## config.mk

```make
export PLATFORM = sky130hd
export DESIGN_NAME = pong_game_ctrl_flat
export DESIGN_NICKNAME = d
export VERILOG_FILES = /design/src/rtl/pong_game_ctrl_if.sv /design/src/rtl/pong_game_ctrl.sv /design/src/flat_wrapper.sv
export SDC_FILE = /design/constraint.sdc
export NUM_CORES = 1
export LEC_CHECK = 0
export ABC_AREA = 1
export CAP_MARGIN = 20
export CORE_UTILIZATION = 45
export CTS_CLUSTER_SIZE = 25
export DETAILED_ROUTE_END_ITERATION = 16
export DONT_BUFFER_PORTS = 1
export HOLD_SLACK_MARGIN = 0.08
export SLEW_MARGIN = 0
export SYNTH_ARGS = -nofsm -noshare
export SYNTH_HDL_FRONTEND = slang
export SYNTH_SLANG_ARGS = --single-unit
```

## constraint.sdc

```tcl
create_clock -name iVGA_CLK -period 2.45 [get_ports iVGA_CLK]
set_input_delay 0.735 -clock iVGA_CLK [delete_from_list [all_inputs] [get_ports iVGA_CLK]]
set_output_delay 0.735 -clock iVGA_CLK [all_outputs]
set_load 0.01 [all_outputs]
```

## src/rtl/pong_game_ctrl_if.sv

```systemverilog
// Pong controller bus: frame tick and buttons in,
// registered paddle/ball/score/state values out.
interface pong_game_ctrl_if;
   logic       frame_tick;
   logic       up1;
   logic       down1;
   logic       up2;
   logic       down2;
   logic       start;
   logic [9:0] paddle1_y;
   logic [9:0] paddle2_y;
   logic [9:0] ball_x;
   logic [9:0] ball_y;
   logic [3:0] score1;
   logic [3:0] score2;
   logic [2:0] game_state;
   logic       game_over;

   modport master (
      input  frame_tick, up1, down1, up2, down2, start,
      output paddle1_y, paddle2_y, ball_x, ball_y,
      output score1, score2, game_state, game_over
   );

   modport slave (
      output frame_tick, up1, down1, up2, down2, start,
      input  paddle1_y, paddle2_y, ball_x, ball_y,
      input  score1, score2, game_state, game_over
   );
endinterface

```

## src/rtl/pong_game_ctrl.sv

```systemverilog
// Pong frame-rate sequencer: paddles, ball, bounces, scoring
// and the serve / play / game-over state machine.
module pong_game_ctrl #(
   parameter int H_RES        = 640,
   parameter int V_RES        = 480,
   parameter int PADDLE_H     = 64,
   parameter int PADDLE_W     = 8,
   parameter int PADDLE_X1    = 16,
   parameter int PADDLE_X2    = 616,
   parameter int BALL_SIZE    = 8,
   parameter int PADDLE_STEP  = 4,
   parameter int BALL_STEP    = 2,
   parameter int WIN_SCORE    = 7,
   parameter int SERVE_FRAMES = 60
) (
   input logic              iVGA_CLK,
   input logic              iRST_n,
   pong_game_ctrl_if.master bus
);

   typedef enum logic [2:0] {
      IDLE  = 3'd0,
      SERVE = 3'd1,
      PLAY  = 3'd2,
      POINT = 3'd3,
      OVER  = 3'd4
   } state_t;

   localparam int CW = $clog2(SERVE_FRAMES);
   localparam logic [9:0] P_MAX  = 10'(V_RES - PADDLE_H);
   localparam logic [9:0] P_H    = 10'(PADDLE_H);
   localparam logic [9:0] P_STEP = 10'(PADDLE_STEP);
   localparam logic [9:0] B_STEP = 10'(BALL_STEP);
   localparam logic [9:0] B_SIZE = 10'(BALL_SIZE);
   localparam logic [9:0] FACE1  = 10'(PADDLE_X1 + PADDLE_W);
   localparam logic [9:0] FACE2  = 10'(PADDLE_X2);
   localparam logic [9:0] X_MISS = 10'(H_RES - BALL_STEP);
   localparam logic [9:0] Y_WALL = 10'(V_RES - BALL_STEP);
   localparam logic [9:0] Y_BOT  = 10'(V_RES - BALL_SIZE);
   localparam logic [9:0] X_C    = 10'((H_RES - BALL_SIZE) / 2);
   localparam logic [9:0] Y_C    = 10'((V_RES - BALL_SIZE) / 2);
   localparam logic [9:0] P_C    = 10'((V_RES - PADDLE_H) / 2);
   localparam logic [3:0] WIN    = 4'(WIN_SCORE);
   localparam logic [CW-1:0] CNT_LAST = CW'(SERVE_FRAMES - 1);

   logic [4:0]    btn_s1, btn_s2;
   logic          start_s3, start_pulse;
   logic          u1, d1, u2, d2;
   state_t        state_q, state_d;
   logic [9:0]    p1_q, p1_d, p2_q, p2_d;
   logic [9:0]    bx_q, bx_d, by_q, by_d;
   logic [9:0]    p1_mv, p2_mv;
   logic          dxr_q, dxr_d, dyd_q, dyd_d;
   logic          pw1_q, pw1_d, go_q;
   logic [3:0]    s1_q, s1_d, s2_q, s2_d;
   logic [CW-1:0] cnt_q, cnt_d;
   logic          hit1, hit2, miss1, miss2;

   function automatic logic [9:0] paddle_move(
      input logic [9:0] y,
      input logic       up,
      input logic       dn
   );
      logic [9:0] r;
      r = y;
      if (up && !dn)
         r = (y >= P_STEP) ? y - P_STEP : '0;
      else if (dn && !up)
         r = (y + P_STEP <= P_MAX) ? y + P_STEP : P_MAX;
      return r;
   endfunction

   always_ff @(posedge iVGA_CLK or negedge iRST_n) begin
      if (!iRST_n) begin
         btn_s1   <= '0;
         btn_s2   <= '0;
         start_s3 <= 1'b0;
      end else begin
         btn_s1   <= {bus.start, bus.down2, bus.up2,
                      bus.down1, bus.up1};
         btn_s2   <= btn_s1;
         start_s3 <= btn_s2[4];
      end
   end

   assign {d2, u2, d1, u1} = btn_s2[3:0];
   assign start_pulse = btn_s2[4] & ~start_s3;
   assign p1_mv = paddle_move(p1_q, u1, d1);
   assign p2_mv = paddle_move(p2_q, u2, d2);

   // Contact tests use the pre-tick ball and paddle positions.
   assign hit1 = !dxr_q && bx_q >= FACE1
              && bx_q - B_STEP < FACE1
              && by_q + B_SIZE > p1_q
              && by_q < p1_q + P_H;
   assign hit2 = dxr_q && bx_q + B_SIZE <= FACE2
              && bx_q + B_SIZE + B_STEP > FACE2
              && by_q + B_SIZE > p2_q
              && by_q < p2_q + P_H;
   assign miss1 = dxr_q && bx_q + B_SIZE > X_MISS;
   assign miss2 = !dxr_q && bx_q < B_STEP;

   always_comb begin
      state_d = state_q;
      p1_d    = p1_q;
      p2_d    = p2_q;
      bx_d    = bx_q;
      by_d    = by_q;
      dxr_d   = dxr_q;
      dyd_d   = dyd_q;
      pw1_d   = pw1_q;
      s1_d    = s1_q;
      s2_d    = s2_q;
      cnt_d   = cnt_q;
      unique case (state_q)
         IDLE: begin
            bx_d = X_C;
            by_d = Y_C;
            s1_d = '0;
            s2_d = '0;
            if (start_pulse) begin
               state_d = SERVE;
               cnt_d   = '0;
            end
         end
         SERVE: begin
            bx_d = X_C;
            by_d = Y_C;
            if (bus.frame_tick) begin
               p1_d = p1_mv;
               p2_d = p2_mv;
               if (cnt_q == CNT_LAST) begin
                  state_d = PLAY;
                  cnt_d   = '0;
               end else begin
                  cnt_d = cnt_q + 1'b1;
               end
            end
         end
         PLAY: begin
            if (bus.frame_tick) begin
               p1_d = p1_mv;
               p2_d = p2_mv;
               if (!dyd_q && by_q <= B_STEP) begin
                  by_d  = '0;
                  dyd_d = 1'b1;
               end else if (dyd_q && by_q + B_SIZE >= Y_WALL) begin
                  by_d  = Y_BOT;
                  dyd_d = 1'b0;
               end else if (dyd_q) begin
                  by_d = by_q + B_STEP;
               end else begin
                  by_d = by_q - B_STEP;
               end
               if (hit1) begin
                  bx_d  = FACE1;
                  dxr_d = 1'b1;
               end else if (hit2) begin
                  bx_d  = FACE2 - B_SIZE;
                  dxr_d = 1'b0;
               end else if (miss1 || miss2) begin
                  state_d = POINT;
                  pw1_d   = miss1;
               end else if (dxr_q) begin
                  bx_d = bx_q + B_STEP;
               end else begin
                  bx_d = bx_q - B_STEP;
               end
            end
         end
         POINT: begin
            bx_d  = X_C;
            by_d  = Y_C;
            cnt_d = '0;
            // Next serve heads toward whoever conceded.
            dxr_d = pw1_q;
            if (pw1_q) begin
               s1_d    = s1_q + 4'd1;
               state_d = (s1_d == WIN) ? OVER : SERVE;
            end else begin
               s2_d    = s2_q + 4'd1;
               state_d = (s2_d == WIN) ? OVER : SERVE;
            end
         end
         OVER: begin
            if (start_pulse) begin
               s1_d    = '0;
               s2_d    = '0;
               bx_d    = X_C;
               by_d    = Y_C;
               p1_d    = P_C;
               p2_d    = P_C;
               cnt_d   = '0;
               state_d = SERVE;
            end
         end
         default: state_d = IDLE;
      endcase
   end

   always_ff @(posedge iVGA_CLK or negedge iRST_n) begin
      if (!iRST_n) begin
         state_q <= IDLE;
         p1_q    <= P_C;
         p2_q    <= P_C;
         bx_q    <= X_C;
         by_q    <= Y_C;
         dxr_q   <= 1'b1;
         dyd_q   <= 1'b1;
         pw1_q   <= 1'b0;
         s1_q    <= '0;
         s2_q    <= '0;
         cnt_q   <= '0;
         go_q    <= 1'b0;
      end else begin
         state_q <= state_d;
         p1_q    <= p1_d;
         p2_q    <= p2_d;
         bx_q    <= bx_d;
         by_q    <= by_d;
         dxr_q   <= dxr_d;
         dyd_q   <= dyd_d;
         pw1_q   <= pw1_d;
         s1_q    <= s1_d;
         s2_q    <= s2_d;
         cnt_q   <= cnt_d;
         go_q    <= (state_d == OVER);
      end
   end

   assign bus.paddle1_y  = p1_q;
   assign bus.paddle2_y  = p2_q;
   assign bus.ball_x     = bx_q;
   assign bus.ball_y     = by_q;
   assign bus.score1     = s1_q;
   assign bus.score2     = s2_q;
   assign bus.game_state = state_q;
   assign bus.game_over  = go_q;

endmodule

```

## src/flat_wrapper.sv

```systemverilog
// flat-port wrapper written by rule: the top's interface ports become plain ports
module pong_game_ctrl_flat 
#(
   parameter int H_RES        = 640,
   parameter int V_RES        = 480,
   parameter int PADDLE_H     = 64,
   parameter int PADDLE_W     = 8,
   parameter int PADDLE_X1    = 16,
   parameter int PADDLE_X2    = 616,
   parameter int BALL_SIZE    = 8,
   parameter int PADDLE_STEP  = 4,
   parameter int BALL_STEP    = 2,
   parameter int WIN_SCORE    = 7,
   parameter int SERVE_FRAMES = 60
)
  (iVGA_CLK, iRST_n, bus_frame_tick, bus_up1, bus_down1, bus_up2, bus_down2, bus_start, bus_paddle1_y, bus_paddle2_y, bus_ball_x, bus_ball_y, bus_score1, bus_score2, bus_game_state, bus_game_over);
  pong_game_ctrl_if bus_i ();
  input logic iVGA_CLK;
  input logic iRST_n;
  input wire logic [$bits(bus_i.frame_tick)-1:0] bus_frame_tick;
  input wire logic [$bits(bus_i.up1)-1:0] bus_up1;
  input wire logic [$bits(bus_i.down1)-1:0] bus_down1;
  input wire logic [$bits(bus_i.up2)-1:0] bus_up2;
  input wire logic [$bits(bus_i.down2)-1:0] bus_down2;
  input wire logic [$bits(bus_i.start)-1:0] bus_start;
  output wire logic [$bits(bus_i.paddle1_y)-1:0] bus_paddle1_y;
  output wire logic [$bits(bus_i.paddle2_y)-1:0] bus_paddle2_y;
  output wire logic [$bits(bus_i.ball_x)-1:0] bus_ball_x;
  output wire logic [$bits(bus_i.ball_y)-1:0] bus_ball_y;
  output wire logic [$bits(bus_i.score1)-1:0] bus_score1;
  output wire logic [$bits(bus_i.score2)-1:0] bus_score2;
  output wire logic [$bits(bus_i.game_state)-1:0] bus_game_state;
  output wire logic [$bits(bus_i.game_over)-1:0] bus_game_over;
  assign bus_i.frame_tick = bus_frame_tick;
  assign bus_i.up1 = bus_up1;
  assign bus_i.down1 = bus_down1;
  assign bus_i.up2 = bus_up2;
  assign bus_i.down2 = bus_down2;
  assign bus_i.start = bus_start;
  assign bus_paddle1_y = bus_i.paddle1_y;
  assign bus_paddle2_y = bus_i.paddle2_y;
  assign bus_ball_x = bus_i.ball_x;
  assign bus_ball_y = bus_i.ball_y;
  assign bus_score1 = bus_i.score1;
  assign bus_score2 = bus_i.score2;
  assign bus_game_state = bus_i.game_state;
  assign bus_game_over = bus_i.game_over;
  pong_game_ctrl #(.H_RES(H_RES), .V_RES(V_RES), .PADDLE_H(PADDLE_H), .PADDLE_W(PADDLE_W), .PADDLE_X1(PADDLE_X1), .PADDLE_X2(PADDLE_X2), .BALL_SIZE(BALL_SIZE), .PADDLE_STEP(PADDLE_STEP), .BALL_STEP(BALL_STEP), .WIN_SCORE(WIN_SCORE), .SERVE_FRAMES(SERVE_FRAMES)) u_core (.iVGA_CLK(iVGA_CLK), .iRST_n(iRST_n), .bus(bus_i));
endmodule
```

# Yosys cells after proc, flatten, opt, wreduce, memory -nomap -nowiden
# Index checks and enable logic that the tools add are counted.
dict set report totals {
  reg_bits 72
  latchBits 0
  ramBits 0
  romBits 0
  input_bits 8
  mem_count 0
}
dict set report classes {
  add_sub_neg 16
  mul 0
  div 0
  order_cmp 16
  eq_ne 19
  shifts 0
  mux 52
  bitwise_logic 4
  n_reduce_logical 43
}
# cell n
set op_table {}
lappend op_table {{$mux 10} 22}
lappend op_table {{$pmux 10 s3} 2}
lappend op_table {{$pmux 10 s2} 2}
lappend op_table {{$add 10x2->10 const B} 3}
lappend op_table {{$mux 3} 10}
lappend op_table {{$pmux 4 s3} 2}
lappend op_table {{$add 10x3->10 const B} 2}
lappend op_table {{$add 10x4->10 const B} 2}
lappend op_table {{$add 10x7->10 const B} 2}
lappend op_table {{$ge 10x3->1 const B} 2}
lappend op_table {{$gt 10x10->1} 2}
lappend op_table {{$gt 10x10->1 const B} 2}
lappend op_table {{$le 10x9->1 const B} 2}
lappend op_table {{$lt 10x10->1} 2}
lappend op_table {{$sub 10x2->10 const B} 2}
lappend op_table {{$sub 10x3->10 const B} 2}
lappend op_table {{$mux 6} 3}
lappend op_table {{$pmux 6 s3} 1}
lappend op_table {{$reduce_and 3->1} 6}
lappend op_table {{$logic_and 1x1->1} 16}
lappend op_table {{$mux 4} 3}
lappend op_table {{$pmux 3 s4} 1}
lappend op_table {{$reduce_and 4->1} 3}
lappend op_table {{$ge 10x5->1 const B} 1}
lappend op_table {{28 further kinds} 55}

# Depth between registers and ports, before layout
dict set report depth {
  ltp_word 11
  depth_mapped 21
  depth_no_buf 20
}

# Worst setup path before layout
# Ideal clock, no wire load.
dict set report synth_path {
  path_kind {register to register}
  startpoint {reg u_core.by_q[5] (netlist: u_core.bus.ball_y[5])}
  endpoint {reg u_core.bx_q[3] (netlist: u_core.bus.ball_x[3])}
  arrival_time_ps 2514
  path_slack_ps -140
  path_stages_with_launch 19
  path_buffers 1
  synth_period_minus_slack_ps 2590
  cell_sequence {dfstp_2 -> buf_2 -> inv_1 -> nor3_1 -> nand2_1 -> xor2_1 -> inv_1 -> ha_1 -> nand2_1 -> nor2_1 -> nand2_1 -> nand3_1 -> nand3b_1 -> nor2_1 -> nand3_2 -> nand2_1 -> nand2_1 -> nand2_1 -> nand2_1}
}
dict set report synth_via {
  elab_chain_len 8
  word_cells_on_any_way 15
  cone_classes {1 x add/sub; 4 x order compare; 1 x eq/ne; 4 x mux; 5 x reduce/logical}
}
# item line_no
set synth_lines {}
lappend synth_lines {{start: declaration} pong_game_ctrl.sv:51} ;# logic [9:0] bx_q, bx_d, by_q, by_d;
lappend synth_lines {{start signal: assignment} pong_game_ctrl.sv:220} ;# by_q <= by_d;
lappend synth_lines {{$add 10x4->10} {pong_game_ctrl.sv:94, pong_game_ctrl.sv:98}}
lappend synth_lines {{$gt 10x10->1} pong_game_ctrl.sv:98} ;# && by_q + B_SIZE > p2_q
lappend synth_lines {{$logic_and 1x1->1} pong_game_ctrl.sv:98}
lappend synth_lines {{$logic_and 1x1->1} pong_game_ctrl.sv:99} ;# && by_q < p2_q + P_H;
lappend synth_lines {{$mux 10} pong_game_ctrl.sv:158} ;# end else if (hit2) begin
lappend synth_lines {{$mux 10} pong_game_ctrl.sv:155} ;# if (hit1) begin
lappend synth_lines {{$mux 10} pong_game_ctrl.sv:141} ;# if (bus.frame_tick) begin
lappend synth_lines {{$pmux 10 s3} pong_game_ctrl.sv:115} ;# unique case (state_q)
lappend synth_lines {{end signal: assignment} pong_game_ctrl.sv:206} ;# bx_q <= X_C;
lappend synth_lines {{end signal: assignment} pong_game_ctrl.sv:219} ;# bx_q <= bx_d;
lappend synth_lines {{end: declaration} pong_game_ctrl.sv:51}
# Several ways; a longest one is shown, not always the timed one. The select of a mux whose other input is x is not followed.
# A chain may end at the register's enable or synchronous reset.

# Worst setup path in the final report
# Same ends and word-level chain as after synthesis.

==> flow_summary.json <==
{
  "cp_slowest_cell": "dfstp_2",
  "syn_to_final_growth_pct": 20.5,
  "required_ps": 2720,
  "yosysTopAreaCell": "dfrtp_1",
  "synth_top_area_share_pct": 21.1,
  "setup_viol": 10,
  "ys_seq_elements": 66,
  "grt_usage_pct": 25.9,
  "syn_area_um2": 5690,
  "cts_tree": "done",
  "grt_max_degree": 47,
  "synthXorXnorAreaFrac_pct": 7.08,
  "r2r-start": "u_core.bus.ball_y[5]$_DFFE_PN1P_",
  "ys_seq_area_share_pct": 29.4,
  "yosys.area_share.simple_pct": 27.4,
  "hold_viol_final": 0,
  "power.density_nw_per_um2": 816,
  "pwr-share-clk_pct": 21.6,
  "start_util_pct": 46.8,
  "maxCapViolCount": 0,
  "synth.area.mux_share_pct": 0,
  "synth.distinct_cells": 45,
  "crit_family": "simple AND/OR/NAND/NOR gates",
  "worstMarginPinSlew_ps": 631,
  "path_class": "register to register",
  "rsz0062_at_grt": "yes",
  "synthCells": 794,
  "ys.flop_type": "dfrtp_1",
  "switchingPower_w": 0.00250,
  "clk_path_buf_depth": 2,
  "hold_class": "input port to async pin",
  "max-slew-margin-rel_pct": 57.5,
  "p_int_w": 0.00310,
  "reg2reg_depth": 16,
  "wire_per_inst_um": 15.7,
  "cp-end-kind": "register",
  "path_max_fanout": 5,
  "route.vias.total": 5523,
  "gp_congestion": 0.919,
  "die-width_um": 114,
  "dp_slack_ps": -145,
  "violations": "negative setup slack",
  "clkSlewWorstSetupHoldPaths_ps": 60,
  "drt.antenna.violating_nets": 0,
  "grt_antenna_before_repair": 0,
  "fin_worst_skew_ps": 10.1,
  "path_cells": "inv_2 -> nor3_2 -> nand2_1 -> xor2_2 -> inv_2 -> ha_4 -> nand2_4 -> o21a_1 -> nand3_2 -> nand3b_1 -> nor2_2 -> nand3_2 -> nand2_1 -> nand2_1 -> nand2_1 -> nand2_1",
  "post_synth.cell_area_avg_um2": 7.17,
  "cp.depth": 16,
  "yosys_warnings": 0,
  "viasPerCell": 5.35,
  "worstSetupStartpointType": "register",
  "yosys-top-cells-area": "dfrtp_1 21%, ha_1 13%, nand2_1 12%, dfstp_2 8.3%, inv_1 7.1%",
  "hpwl_mm": 12.0,
  "worst_slack_ps": -157,
  "drc": 0,
  "synth_top_family_by_area": "simple AND/OR/NAND/NOR gates",
  "rows": 40,
  "r2r-end": "u_core.bus.ball_x[3]$_DFFE_PN1P_",
  "drive_above_1_share_pct": 20.3,
  "nets": 927,
  "cp.arrival_ps": 2870,
  "grt_pass1_vias": 5318,
  "hold_ws_ps": 94.9,
  "critPathMaxStageDelay_ps": 580,
  "clockRootBuffer": "clkbuf_16",
  "yosysMostFrequentCell": "nand2_1",
  "total_power_w": 0.00560,
  "synth_compound_area_share_pct": 12.7,
  "synth-edff-count": 0,
  "path_buf_inv": 2,
  "vdd_ir_drop_max_uv": 635,
  "port_buffers": 0,
  "io_pins": 60,
  "dp_cells": 1001,
  "cts_made_buffers": 9,
  "grt_overflow": 0,
  "status": "complete, but fails checks",
  "p_leak_nw": 3.36,
  "synthTopCellsByCount": "180 x nand2_1, 108 x inv_1, 68 x nor2_1, 60 x ha_1, 55 x nand3_1",
  "finalCriticalPeriod_ps": 2610,
  "diodes": 0,
  "synth-async-reset-ratio_pct": 100,
  "cts_sinks": 66,
  "switching_share_pct": 44.7,
  "power_frac_seq_pct": 26.8,
  "htreeDepth": 3,
  "totalWireLength_mm": 16.2,
  "drtIter0Drc": 305,
  "synth_fa_ha_area_share_pct": 13.2,
  "finalCritPeriodShare_pct": 106,
  "core_area_um2": 12200,
  "final_cells": 1032,
  "insertion_delay_ps": 340,
  "grt_pass1_wl_mm": 26.3,
  "path_common_cell": "nand2_1",
  "max_freq_mhz": 384,
  "slew_violations": 0,
  "die_h_um": 114,
  "p_comb_share_pct": 51.6,
  "die_area_um2": 13100,
  "first_pass_iters": 5,
  "reg2reg_setup_slack_ps": -160
}
## registers in the layout (all words and copies together) (netlist names)
| name | flops |
|---|---|
| u_core.dyd_q | 1 |
| u_core.bus.ball_y | 9 |
| u_core.bus.game_over | 1 |
| u_core.bus.paddle1_y | 8 |
| u_core.dxr_q | 1 |
| u_core.pw1_q | 1 |
| u_core.bus.ball_x | 9 |
| u_core.bus.game_state | 3 |
| u_core.btn_s1 | 5 |
| u_core.btn_s2 | 5 |
| u_core.bus.score2 | 4 |
| u_core.bus.paddle2_y | 8 |
| u_core.bus.score1 | 4 |
| u_core.start_s3 | 1 |
| u_core.cnt_q | 6 |
## power by group through the flow
stage          sequential, W  combinational, W  clock (W)
3_5_place_dp         0.00152           0.00265          0
3_3_place_gp         0.00151           0.00258          0
4_1_cts              0.00150           0.00275    0.00123
6_report             0.00150           0.00289    0.00121
2_1_floorplan        0.00159           0.00182          0
5_1_grt              0.00153           0.00327    0.00127
## cells by family after synthesis
family / after synthesis
xor gates and xnor gates: 46
adders and majority gates: 60
AOI/OAI and AO/OA: 124
and+or+nand+nor: 357
other: 1
DFF: 66
buffers and inverters: 140
## per-stage QoR
| step | area [µm²] | util (%) | setup TNS (ps) |
|---|---|---|---|
| 2_1_floorplan | 5730 | - | -36.6 |
| 3_3_place_gp | 6200 | 51.0 | -459 |
| 3_5_place_dp | 6200 | 51.0 | -1090 |
| 4_1_cts | 6710 | 55.2 | -679 |
| 5_1_grt | 6860 | 56.4 | -2480 |
| 6_report | 6860 | 56.4 | -1310 |
## worst register-to-register path, cell delays in order, from the launching register on
cell	delay, ps
dfstp_2	580
inv_2	60
nor3_2	180
nand2_1	110
xor2_2	180
inv_2	90
ha_4	300
nand2_4	60
o21a_1	190
nand3_2	70
nand3b_1	100
nor2_2	180
nand3_2	170
nand2_1	110
nand2_1	50
nand2_1	60
nand2_1	50
## placed cells by master, fill, tap and decap left out, drive strengths merged, types with 10 or more instances in the layout
master / count
nor2: 74
inv: 121
nand2: 185
dfstp: 18
dfrtp: 48
nand3: 59
a21oi: 35
nand4: 17
buf: 66
xor2: 39
o21ai: 57
clkbuf: 10
ha: 60
nor3: 15
## cell type report
class / instances / area [µm²]
inverters: 121 / 457
clock inverters: 6 / 43.8
multi-input cells: 594 / 3710
clock buffers: 10 / 229
flip-flops and latches: 66 / 1670
fillers: 1154 / 5300
repair buffers: 67 / 533
well taps: 168 / 210
## routing by layer
metal | part of all wire [%] | track usage [%] | up-vias
li1 | - | - | 2702
met1 | 44 | 33.9 | 2564
met2 | 48 | 42.3 | 221
met3 | 6.0 | 4.50 | 36
met4 | 2.3 | 10.5 | 0
met5 | 0 | 0 | -
## worst max path at each step
| stage | to | from |
|---|---|---|
| floorplan | u_core.dxr_q$_DFFE_PN1P_ | u_core.bus.ball_y[5]$_DFFE_PN1P_ |
| global placement | u_core.bus.ball_x[4]$_DFFE_PN1P_ | u_core.bus.ball_y[3]$_DFFE_PN1P_ |
| detailed placement | u_core.dxr_q$_DFFE_PN1P_ | u_core.bus.ball_y[3]$_DFFE_PN1P_ |
| CTS | u_core.bus.ball_x[3]$_DFFE_PN1P_ | u_core.bus.ball_y[6]$_DFFE_PN1P_ |
| global route | u_core.dxr_q$_DFFE_PN1P_ | u_core.bus.ball_y[5]$_DFFE_PN1P_ |
| finish | u_core.bus.ball_x[3]$_DFFE_PN1P_ | u_core.bus.ball_y[5]$_DFFE_PN1P_ |
## what timing repair did
action,4_1_cts,5_1_grt
pin swaps,14,29
hold endpoints to repair,21,0
resized for setup,26,32
cloned,1,0
setup endpoints to repair,10,11
setup buffers,11,2
hold buffers,2,0
Power figures use the tool's default switching activity.
